File: src/rtl/mac_frame_accum.sv
// mac_frame_accum: per-frame accumulation of (x+y), q and max(p), handed off on a valid/ready port.
// Ports: clk, rst (async, active-high); in_valid/in_ready sample handshake with x, y, p, q and flush;
// out_valid/out_ready result handshake with sum_acc, diff_acc, p_max, cnt, ovf.
// Compile-time option: MAC_FRAME_ACC_SAT_EN makes both accumulators saturate instead of wrap.
module mac_frame_accum #(
  parameter int LEN   = 8,
  parameter int ACC_W = 40
) (
  input  logic             clk,
  input  logic             rst,
  input  logic             in_valid,
  output logic             in_ready,
  input  logic [32:0]      x,
  input  logic [32:0]      y,
  input  logic [16:0]      p,
  input  logic [16:0]      q,
  input  logic             flush,
  output logic             out_valid,
  input  logic             out_ready,
  output logic [ACC_W-1:0] sum_acc,
  output logic [ACC_W-1:0] diff_acc,
  output logic [16:0]      p_max,
  output logic [7:0]       cnt,
  output logic             ovf
);
  typedef enum logic {ACC, HOLD} state_t;
  state_t           state_q;
  logic [ACC_W-1:0] sum_q, diff_q, sum_d, diff_d, q_ext, diff_raw;
  logic [ACC_W:0]   sum_full;
  logic [16:0]      pmax_q, pmax_d;
  logic [7:0]       cnt_q;
  logic             ovf_q, carry, sovf, take, close;
`ifdef MAC_FRAME_ACC_SAT_EN
  logic             dsat_q;
`endif
  assign take  = (state_q == ACC) && in_valid;
  assign close = (take && ({1'b0, cnt_q} + 9'd1 == 9'(LEN))) ||
                 ((state_q == ACC) && flush && (in_valid || cnt_q != 8'd0));
  always_comb begin
    sum_full = {1'b0, sum_q} + (ACC_W+1)'({1'b0, x} + {1'b0, y});
    q_ext    = {{(ACC_W-17){q[16]}}, q};
    diff_raw = diff_q + q_ext;
    carry    = sum_full[ACC_W];
    sovf     = (diff_q[ACC_W-1] == q[16]) && (diff_raw[ACC_W-1] != diff_q[ACC_W-1]);
`ifdef MAC_FRAME_ACC_SAT_EN
    sum_d    = carry ? '1 : sum_full[ACC_W-1:0];
    // once diff has hit a rail it is pinned there until the frame is handed off
    diff_d   = dsat_q ? diff_q :
               sovf   ? {diff_q[ACC_W-1], {(ACC_W-1){~diff_q[ACC_W-1]}}} : diff_raw;
`else
    sum_d    = sum_full[ACC_W-1:0];
    diff_d   = diff_raw;
`endif
    pmax_d   = (p > pmax_q) ? p : pmax_q;
  end
  always_ff @(posedge clk or posedge rst) begin
    if (rst) begin
      state_q <= ACC;
      sum_q   <= '0;
      diff_q  <= '0;
      pmax_q  <= '0;
      cnt_q   <= '0;
      ovf_q   <= 1'b0;
`ifdef MAC_FRAME_ACC_SAT_EN
      dsat_q  <= 1'b0;
`endif
    end else if (state_q == HOLD) begin
      if (out_ready) begin
        state_q <= ACC;
        sum_q   <= '0;
        diff_q  <= '0;
        pmax_q  <= '0;
        cnt_q   <= '0;
        ovf_q   <= 1'b0;
`ifdef MAC_FRAME_ACC_SAT_EN
        dsat_q  <= 1'b0;
`endif
      end
    end else begin
      if (take) begin
        sum_q  <= sum_d;
        diff_q <= diff_d;
        pmax_q <= pmax_d;
        cnt_q  <= cnt_q + 8'd1;
        ovf_q  <= ovf_q | carry | sovf;
`ifdef MAC_FRAME_ACC_SAT_EN
        dsat_q <= dsat_q | sovf;
`endif
      end
      if (close) state_q <= HOLD;
    end
  end
  assign in_ready  = (state_q == ACC);
  assign out_valid = (state_q == HOLD);
  assign sum_acc   = sum_q;
  assign diff_acc  = diff_q;
  assign p_max     = pmax_q;
  assign cnt       = cnt_q;
  assign ovf       = ovf_q;
endmodule

File: config.mk
export PLATFORM = sky130hd
export DESIGN_NAME = mac_frame_accum
export DESIGN_NICKNAME = d
export VERILOG_FILES = /design/src/rtl/mac_frame_accum.sv
export SDC_FILE = /design/constraint.sdc
export NUM_CORES = 1
export LEC_CHECK = 0
export ABC_AREA = 0
export BUFFER_PORTS_ARGS = -buffer_cell sky130_fd_sc_hd__buf_2
export CAP_MARGIN = 25
export CORE_UTILIZATION = 57
export CTS_BUF_LIST = sky130_fd_sc_hd__clkbuf_4
export CTS_CLUSTER_SIZE = 20
export DETAILED_ROUTE_END_ITERATION = 10
export GPL_TIMING_DRIVEN = 1
export MAX_ROUTING_LAYER = met4
export PLACE_DENSITY = 0.8
export SLEW_MARGIN = 20
export SYNTH_ARGS = -nofsm -noshare
export SYNTH_HDL_FRONTEND = slang
export SYNTH_SLANG_ARGS = --single-unit
export TNS_END_PERCENT = 30
File: constraint.sdc
create_clock -name clk -period 4.25 [get_ports clk]
set_input_delay 0.6375 -clock clk [delete_from_list [all_inputs] [get_ports clk]]
set_output_delay 0.6375 -clock clk [all_outputs]
set_load 0.01 [all_outputs]
==> results.sh, run 1 <==
export IMPL_rsz0062_at_grt="false"
export IMPL_timing_fmax_ghz=0.267
export IMPL_startpoint_type="flop"
export IMPL_arrival_ns=4.19
export IMPL_slew_violations=0
export IMPL_drv_cap=0
export IMPL_via_per_inst=5.88
export IMPL_busiest_layer="met2"
export IMPL_peakVddDrop_mv=0.370
export IMPL_hold_path_class="in2async"
export IMPL_globalplace_congestion=0.942
export IMPL_fin_nets=1462
export IMPL_dr_pass1_iters=5
export IMPL_r2r_cells=12
export IMPL_start_util_pct=59.3
export IMPL_grt_util_met2_pct=48.5
export IMPL_fp_dieW_um=129
export IMPL_synthFlopType="dfrtp_1"
export IMPL_regToRegSetupSlack_ns=0.51
export IMPL_p_int_w=0.00368
export IMPL_synth_area_leaders="dfrtp_1 29%, ha_1 13%, fa_1 7.7%"
export IMPL_cts_buffers=9
export IMPL_finalSetupTns_ns=0
export IMPL_clk_latency_ns=0.50
export IMPL_fp_row_count=45
export IMPL_grt_max_degree=62
export IMPL_synth_largest_area_cell="dfrtp_1"
export IMPL_synth_compound_area_share_pct=24.4
export IMPL_antenna_found_initial=2
export IMPL_p_comb_share_pct=67.9
export IMPL_rr_endpoint="sum_acc[33]"
export IMPL_grt_met3_usage_pct=4.53
export IMPL_grt_pass1_vias=8135
export IMPL_grt_first_pass_wirelength_mm=38.4
export IMPL_synth_cell_types=66
export IMPL_clock_sinks=107
export IMPL_root_buffer="clkbuf_4"
export IMPL_drive_gt1_share_pct=20.4
export IMPL_synth_xor_area_share_pct=6.42
export IMPL_status="finished, final reports clean"
export IMPL_power_frac_seq_pct=23.9
export IMPL_synth_area_mux_share_pct=2.41
export IMPL_pwr_share_clk_pct=8.2
export IMPL_ys_warn_count=0
export IMPL_synth_fa_ha_area_share_pct=20.3
export IMPL_fin_ws_ns=0.508
export IMPL_synthSimpleGateAreaFrac_pct=13.0
export IMPL_drc=0
export IMPL_endpoint_kind="flop"
export IMPL_yosysTopAreaCellShare_pct=29.3
export IMPL_coreArea_um2=15400
export IMPL_fp_dieH_um=129
export IMPL_ys_ff_latch=107
export IMPL_post_cts_setup_buffers=0
export IMPL_dp_slack_ns=0.209
export IMPL_instances_no_fill=1447
export IMPL_hold_viol_final=0
export IMPL_clock_skew_ns=0.0106
export IMPL_synth_seq_area_share_pct=29.3
export IMPL_period_needed_ns=3.74
export IMPL_drtAntennaViolNets=0
export IMPL_syn_inst=1038
export IMPL_async_flop_share_pct=100
export IMPL_area_growth_pct=15.4
export IMPL_fillers=1322
export IMPL_clkTransAtPathRegs_ns=0.17
export IMPL_switchingPower_w=0.00359
export IMPL_netlist_area_um2=9140
export IMPL_synth_edf_count=0
export IMPL_regToRegStartpoint="sum_acc[1]"
export IMPL_power_density_nw_per_um2=689
export IMPL_htreeDepth=3
export IMPL_critPathRequiredTime_ns=4.69
export IMPL_ioPinCount=213
export IMPL_dp_cells=1430
export IMPL_syn_avg_cell_area_um2=8.81
export IMPL_switching_share_pct=49.4
export IMPL_critical_path_class="reg2reg"
export IMPL_slowest_delay_ns=0.48
export IMPL_path_max_fanout=3
export IMPL_max_slew_margin_pct=36.2
export IMPL_cts_resized=0
export IMPL_globalRouteMet1Util_pct=37.6
export IMPL_hold_buffers=0
export IMPL_post_dp_cell_area_um2=10400
export IMPL_cts_tree="done"
export IMPL_timing_hold_ws_ns=0.253
export IMPL_fin_area_um2=10600
export IMPL_place_hpwl_mm=17.9
export IMPL_worst_slew_pin_slew_ns=0.955
export IMPL_drt_iter0_markers=609
export IMPL_routedWlPerCell_um=16.3
export IMPL_setup_viol=0
export IMPL_crit_slowest_cell="or4b_1"
export IMPL_clock_path_buffers=2
export IMPL_grt_usage_pct=30.1
export IMPL_io_buffers=212
export IMPL_cp_cell_sequence="fa_1 > ha_1 > fa_1 > a21oi_1 > o22ai_1 > a41oi_2 > o31ai_1 > o21a_1 > a2111oi_2 > o31ai_1 > or4b_1 > nand3_1"
export IMPL_post_route_period_util_pct=88.1
export IMPL_p_leak_nw=5.38
export IMPL_synth_top_family_by_area="compound AO/OA/AOI/OAI gates"
export IMPL_via_count=8512
export IMPL_wirelength_mm=23.5
export IMPL_die_area_um2=16600
export IMPL_syn_nets=1270
export IMPL_gr_total_overflow=0
-- area by class of cell --
type	instances	area [µm²]	share of cell area, %
diodes	2	5.00	0.0474
clock buffers	9	67.6	0.640
clock inverters	6	81.3	0.771
inverters	63	239	2.26
multi-input cells	829	6090	57.7
flip-flops and latches	107	2680	25.4
well taps	211	264	2.50
repair buffers	220	1130	10.7
-- metal layers --
metal	vias up	wire, µm
met5	-	0
met4	0	775
met3	58	1370
met2	330	11100
met1	4009	10300
li1	4115	-
-- layout by cell type, fill, tap and decap left out, drive strengths merged, types with 22 or more instances in the layout --
master | Yosys | layout
buf | 3 | 220
nand2 | 131 | 131
o21ai | 113 | 113
dfrtp | 107 | 107
ha | 92 | 92
a21oi | 86 | 86
inv | 63 | 63
nor2 | 42 | 42
a21o | 40 | 40
fa | 35 | 35
xor2 | 34 | 34
xnor2 | 33 | 33
nand3 | 27 | 27
mux2i | 22 | 22
-- cells by family after synthesis --
kind of cell    count (synthesis)
simple gates                  262
fa+ha+maj                     127
compound gates                351
flops                         107
mux                            22
buf+inv                       102
xor+xnor                       67
-- synthesized netlist by cell type (2+ instances only) --
cell      number
a211oi_1       6
a21boi_0       2
a21o_1        40
a21oi_1       84
a21oi_2        2
a221oi_2       2
a22o_1        14
a31oi_1       11
a32oi_1        2
a41oi_1        4
and2_1         4
and3_1         7
buf_2          2
clkbuf_1      36
dfrtp_1      107
fa_1          35
ha_1          92
inv_1         63
mux2i_1       22
nand2_1      131
nand2b_1       4
nand3_1       27
nand4_1       17
nor2_1        42
nor2b_1        7
nor3_1         9
nor4_1         3
o211ai_1       8
o21a_1         5
o21ai_0      105
o21ai_1        8
o21bai_1      17
o221ai_1       4
o22ai_1        5
o311ai_0       3
o31a_1         2
o31ai_1       10
o41ai_1        2
or3_1          2
xnor2_1       33
xor2_1        34
-- flip-flops by register name, summed over array words and instances (netlist names) --
name       flops
cnt            8
diff_acc      40
out_valid      1
ovf            1
p_max         17
sum_acc       40
-- metrics by stage --
| step | util [%] | total power (W) |
|---|---|---|
| global placement | 67.3 | 0.00648 |
| detailed placement | 67.4 | 0.00661 |
| floorplan | - | 0.00528 |
| global route | 68.4 | 0.00793 |
| CTS | 68.4 | 0.00723 |
| finish | 68.4 | 0.00727 |
-- critical path, delay by kind of cell, from the launching register on --
kind | cells | cell delay (ns)
AO/OA/AOI/OAI | 7 | 1.51
flip-flops | 1 | 0.45
AND/OR/NAND/NOR | 2 | 0.58
adder cells (fa/ha/maj) | 3 | 1.13
-- power by group through the flow --
stage	clock [W]	combinational, W	sequential (W)
6_report	0.000595	0.00494	0.00174
5_1_grt	0.000633	0.00551	0.00179
4_1_cts	0.000599	0.00490	0.00174
3_5_place_dp	0	0.00485	0.00175
3_3_place_gp	0	0.00474	0.00174
2_1_floorplan	0	0.00341	0.00186
-- how the worst max path moves through the flow --
stage / from / endpoint / depth (start not counted)
6_report: sum_acc[1] / sum_acc[33] / 12
4_1_cts: sum_acc[1] / sum_acc[33] / 12
5_1_grt: sum_acc[1] / sum_acc[33] / 12
2_1_floorplan: y[1] / sum_acc[33] / 12
3_5_place_dp: y[1] / sum_acc[33] / 13
3_3_place_gp: y[1] / sum_acc[33] / 13
(Power assumes the default switching activity.)
==> inputs of run 2 (changes only) <==
--- a/config.mk
+++ b/config.mk
@@ -15,6 +15,7 @@
 export GPL_TIMING_DRIVEN = 1
 export MAX_ROUTING_LAYER = met4
 export PLACE_DENSITY = 0.8
+export REMOVE_ABC_BUFFERS = 1
 export SLEW_MARGIN = 20
 export SYNTH_ARGS = -nofsm -noshare
 export SYNTH_HDL_FRONTEND = slang
==> run 2 against run 1 <==
Net effect: die area stayed put; maximum frequency is 1.8% lower; setup slack worse by 0.069 ns; flip-flop and latch count stayed put; clock-buffer cell count is 1 higher; critical endpoint unchanged; highest routed layer unchanged.
==> results.sh, run 2 (same netlist as run 1, synthesis figures left out) <==
export IMPL_timing_fmax_ghz=0.262
export IMPL_setup_viol=0
export IMPL_coreArea_um2=15400
export IMPL_rr_endpoint="sum_acc[33]"
export IMPL_place_hpwl_mm=17.5
export IMPL_peakVddDrop_mv=0.368
export IMPL_antenna_found_initial=0
export IMPL_final_cell_mix="212 x buf_2, 130 x nand2_1, 107 x dfrtp_1, 105 x o21ai_0, 92 x ha_1"
export IMPL_gr_total_overflow=0
export IMPL_path_max_fanout=5
export IMPL_arrival_ns=4.25
export IMPL_start_util_pct=59.3
export IMPL_drive_gt1_share_pct=20.4
export IMPL_fin_nets=1461
export IMPL_root_buffer="clkbuf_4"
export IMPL_clock_sinks=107
export IMPL_final_common_cell="buf_2"
export IMPL_globalplace_congestion=0.928
export IMPL_power_density_nw_per_um2=683
export IMPL_status="finished, final reports clean"
export IMPL_drc=0
export IMPL_htreeDepth=3
export IMPL_fp_dieW_um=129
export IMPL_endpoint_kind="flop"
export IMPL_grt_pass1_vias=7969
export IMPL_io_buffers=212
export IMPL_wirelength_mm=22.9
export IMPL_r2r_cells=12
export IMPL_cts_resized=0
export IMPL_grt_usage_pct=29.5
export IMPL_fin_ws_ns=0.439
export IMPL_post_route_period_util_pct=89.7
export IMPL_grt_first_pass_wirelength_mm=38.2
export IMPL_p_leak_nw=5.37
export IMPL_routedWlPerCell_um=15.9
export IMPL_drtAntennaViolNets=0
export IMPL_die_area_um2=16600
export IMPL_drv_cap=0
export IMPL_slew_violations=0
export IMPL_dp_slack_ns=0.101
export IMPL_cts_tree="done"
export IMPL_grt_max_degree=59
export IMPL_rsz0062_at_grt="false"
export IMPL_hold_buffers=0
export IMPL_max_slew_margin_pct=38.8
export IMPL_period_needed_ns=3.81
export IMPL_critical_path_class="reg2reg"
export IMPL_clock_path_buffers=2
export IMPL_hold_viol_final=0
export IMPL_drt_iter0_markers=526
export IMPL_area_growth_pct=15.2
export IMPL_clkTransAtPathRegs_ns=0.19
export IMPL_post_route_util_pct=68.3
export IMPL_dr_pass1_iters=6
export IMPL_worst_slew_pin_slew_ns=0.916
export IMPL_ioPinCount=213
export IMPL_antenna_cells=0
export IMPL_fp_dieH_um=129
export IMPL_post_cts_setup_buffers=0
export IMPL_startpoint_type="flop"
export IMPL_hold_path_class="in2async"
export IMPL_fp_row_count=45
export IMPL_finalSetupTns_ns=0
export IMPL_regToRegSetupSlack_ns=0.44
export IMPL_critPathRequiredTime_ns=4.69
export IMPL_via_count=8461
export IMPL_via_per_inst=5.86
export IMPL_clk_latency_ns=0.50
export IMPL_cts_buffers=9
export IMPL_fillers=1336
export IMPL_regToRegStartpoint="sum_acc[1]"
export IMPL_clock_skew_ns=0.0266
[run 2: cell types whose count changed in the layout (fill, tap and decap cells not counted)]
cell | before | now
clkinv_4 | 0 | 2
clkbuf_4 | 9 | 10
diode_2 | 2 | 0
buf_12 | 0 | 1
buf_8 | 1 | 0
buf_4 | 7 | 6
bufinv_16 | 2 | 1
inv_6 | 0 | 1
clkinvlp_4 | 1 | 0
clkinv_2 | 2 | 1
[run 2: metrics by stage]
stage          cells  hold WS, ns  power (W)  instance area, µm²
2_1_floorplan    999        0.517    0.00524                8990
3_5_place_dp    1429        0.462    0.00660               10400
5_1_grt         1445        0.303    0.00789               10500
6_report        1445        0.249    0.00720               10500
4_1_cts         1445        0.254    0.00718               10500
3_3_place_gp    1429        0.458    0.00649               10400
[run 2: worst max path at each step]
stage | from | slack (ns) | to | cells past startpoint
global placement | y[1] | 0.22 | sum_acc[33] | 13
floorplan | in_valid | -0.21 | cnt[2] | 4
CTS | sum_acc[1] | 0.45 | sum_acc[33] | 12
global route | sum_acc[1] | 0.27 | sum_acc[33] | 12
finish | sum_acc[1] | 0.44 | sum_acc[33] | 12
detailed placement | y[1] | 0.10 | sum_acc[33] | 13
[run 2: area by class of cell]
cell class              instances  area [µm²]  share of cell area, %
inverters                      63         239                   2.27
multi-input cells             829        6090                   57.8
well taps                     211         264                   2.51
clock inverters                 6        65.1                  0.618
flip-flops and latches        107        2680                   25.4
repair buffers                219        1130                   10.7
clock buffers                  10        75.1                  0.713
[run 2: metal layers]
metal,track usage [%],up-vias,wire [µm]
met5,-,-,0
met4,10.8,0,598
met3,4.82,45,1260
met2,47.2,265,10800
met1,37.9,4034,10300
li1,-,4117,-
[run 2: critical path, cell delays in order (launching register included)]
cell and delay, ns:
dfrtp_1 0.45, fa_1 0.45, ha_1 0.27, fa_1 0.42
a21oi_1 0.23, o22ai_1 0.16, a41oi_2 0.33, o31ai_1 0.15
o21a_1 0.21, a2111oi_2 0.39, o31ai_1 0.15, or4b_1 0.47
nand3_1 0.09
[run 2: where the power goes]
part           internal, W  leakage [nW]  switching (W)  total, W
Clock             0.000188        0.0784       0.000371  0.000559
Combinational      0.00205          3.90        0.00284   0.00489
Sequential         0.00139          1.40       0.000361   0.00175
==> inputs of run 3 (changes only) <==
--- a/config.mk
+++ b/config.mk
@@ -8,13 +8,13 @@
 export ABC_AREA = 0
 export BUFFER_PORTS_ARGS = -buffer_cell sky130_fd_sc_hd__buf_2
 export CAP_MARGIN = 25
-export CORE_UTILIZATION = 57
+export CORE_UTILIZATION = 61
 export CTS_BUF_LIST = sky130_fd_sc_hd__clkbuf_4
 export CTS_CLUSTER_SIZE = 20
 export DETAILED_ROUTE_END_ITERATION = 10
 export GPL_TIMING_DRIVEN = 1
 export MAX_ROUTING_LAYER = met4
-export PLACE_DENSITY = 0.8
+export PLACE_DENSITY = 0.85
 export REMOVE_ABC_BUFFERS = 1
 export SLEW_MARGIN = 20
 export SYNTH_ARGS = -nofsm -noshare
==> constraint.sdc (replaced) <==
create_clock -name clk -period 4.8 [get_ports clk]
set_input_delay 0.72 -clock clk [delete_from_list [all_inputs] [get_ports clk]]
set_output_delay 0.72 -clock clk [all_outputs]
set_load 0.01 [all_outputs]
==> run 3 against run 2 <==
Net effect: non-clock buffer count shrank 1; via count shrank 0.28%; flip-flop and latch count is the same; sequential share of layout area grew 0.073 points; global-route usage grew 1.0 points; die area shrank 6.5%; final cell count shrank 1.9%; clock skew shrank 0.0068 ns; total power shrank 12%; sequential power shrank 12%; setup slack gained 0.59 ns.
==> results.sh, run 3 (same netlist as run 1, synthesis figures left out) <==
export IMPL_fp_dieH_um=124
export IMPL_ioPinCount=213
export IMPL_dp_cells=1400
export IMPL_place_hpwl_mm=17.3
export IMPL_critical_path_class="reg2reg"
export IMPL_area_growth_pct=14.9
export IMPL_start_util_pct=62.7
export IMPL_dr_pass1_iters=5
export IMPL_fillers=1133
export IMPL_arrival_ns=4.20
export IMPL_period_needed_ns=3.77
export IMPL_final_cell_mix="212 x buf_2, 130 x nand2_1, 107 x dfrtp_1, 105 x o21ai_0, 92 x ha_1"
export IMPL_rsz0062_at_grt="false"
export IMPL_fin_area_um2=10500
export IMPL_grt_first_pass_wirelength_mm=38.1
export IMPL_post_route_util_pct=72.0
export IMPL_clock_skew_ns=0.0198
export IMPL_drtAntennaViolNets=0
export IMPL_multi_input_area_um2=6090
export IMPL_hold_path_class="in2async"
export IMPL_cts_tree="done"
export IMPL_antenna_found_initial=1
export IMPL_globalplace_congestion=0.981
export IMPL_status="finished, final reports clean"
export IMPL_fp_dieW_um=124
export IMPL_path_max_fanout=5
export IMPL_die_area_um2=15500
export IMPL_fin_nets=1460
export IMPL_via_count=8437
export IMPL_final_common_cell="buf_2"
export IMPL_clk_latency_ns=0.50
export IMPL_drive_gt1_share_pct=20.5
export IMPL_clock_path_buffers=2
export IMPL_gr_total_overflow=0
export IMPL_drt_iter0_markers=550
export IMPL_timing_hold_ws_ns=0.140
export IMPL_hold_viol_final=0
export IMPL_via_per_inst=5.95
export IMPL_drv_cap=0
export IMPL_grt_pass1_vias=8094
export IMPL_cts_resized=0
export IMPL_drc=0
export IMPL_seq_area_um2=2680
export IMPL_io_buffers=212
export IMPL_power_density_nw_per_um2=603
export IMPL_fp_row_count=44
export IMPL_timing_fmax_ghz=0.265
export IMPL_post_dp_cell_area_um2=10300
export IMPL_grt_usage_pct=30.6
export IMPL_root_buffer="clkbuf_4"
export IMPL_slew_violations=0
export IMPL_clkTransAtPathRegs_ns=0.18
export IMPL_critPathRequiredTime_ns=5.24
export IMPL_setup_viol=0
export IMPL_instances_no_fill=1418
export IMPL_grt_max_degree=76
export IMPL_coreArea_um2=14600
export IMPL_worst_slew_pin_slew_ns=0.918
export IMPL_hold_buffers=0
export IMPL_cts_buffers=9
export IMPL_p_leak_nw=5.37
export IMPL_htreeDepth=3
export IMPL_routedWlPerCell_um=15.9
export IMPL_post_cts_setup_buffers=0
export IMPL_endpoint_kind="flop"
export IMPL_startpoint_type="flop"
export IMPL_max_slew_margin_pct=38.7
export IMPL_wirelength_mm=22.5
export IMPL_clock_sinks=107
export IMPL_peakVddDrop_mv=0.387
export IMPL_post_route_period_util_pct=78.5
export IMPL_finalSetupTns_ns=0
[run 3: routing by layer]
metal	track usage, %	wire, µm	vias to the layer above
met4	12.4	726	0
met2	48.8	10700	269
met5	-	0	-
li1	-	-	4121
met3	4.77	1200	54
met1	38.9	9900	3993
[run 3: area by class of cell]
| type | count | area share (%) |
|---|---|---|
| clock buffers | 9 | 0.643 |
| multi-input cells | 829 | 58.0 |
| repair buffers | 218 | 10.7 |
| diodes | 1 | 0.0238 |
| flip-flops and latches | 107 | 25.5 |
| clock inverters | 7 | 0.655 |
| inverters | 63 | 2.27 |
| well taps | 184 | 2.19 |
[run 3: worst paths after layout]
path | start | end | slack [ns] | cells past startpoint
setup / recovery | sum_acc[1] | sum_acc[33] | 1.03 | 12
hold / removal | rst | sum_acc[11] | 0.14 | 2
setup reg to reg | sum_acc[1] | sum_acc[33] | 1.03 | 12
hold reg to reg | ovf | ovf | 0.51 | 2
max in group asynchronous | rst | diff_acc[21] | 3.58 | 4
min in group clk | p[9] | p_max[9] | 0.46 | 3
[run 3: report_power, final]
part,internal (W),switching (W)
registers,0.00123,0.000314
logic,0.00181,0.00250
clock network,0.000157,0.000320
[run 3: stage by stage]
stage	setup slack, ns	power, W
floorplan	0.261	0.00464
global placement	0.661	0.00570
detailed placement	0.587	0.00582
CTS	1.03	0.00631
global route	0.770	0.00694
finish	1.03	0.00633
[run 3: worst max-delay path: stages (launching register included)]
cell and delay (ns):
dfrtp_1 0.45, fa_1 0.46, ha_1 0.26, fa_1 0.41, a21oi_1 0.21, o22ai_1 0.16
a41oi_2 0.34, o31ai_1 0.13, o21a_1 0.21, a2111oi_2 0.40, o31ai_1 0.15, or4b_1 0.47
nand3_1 0.09
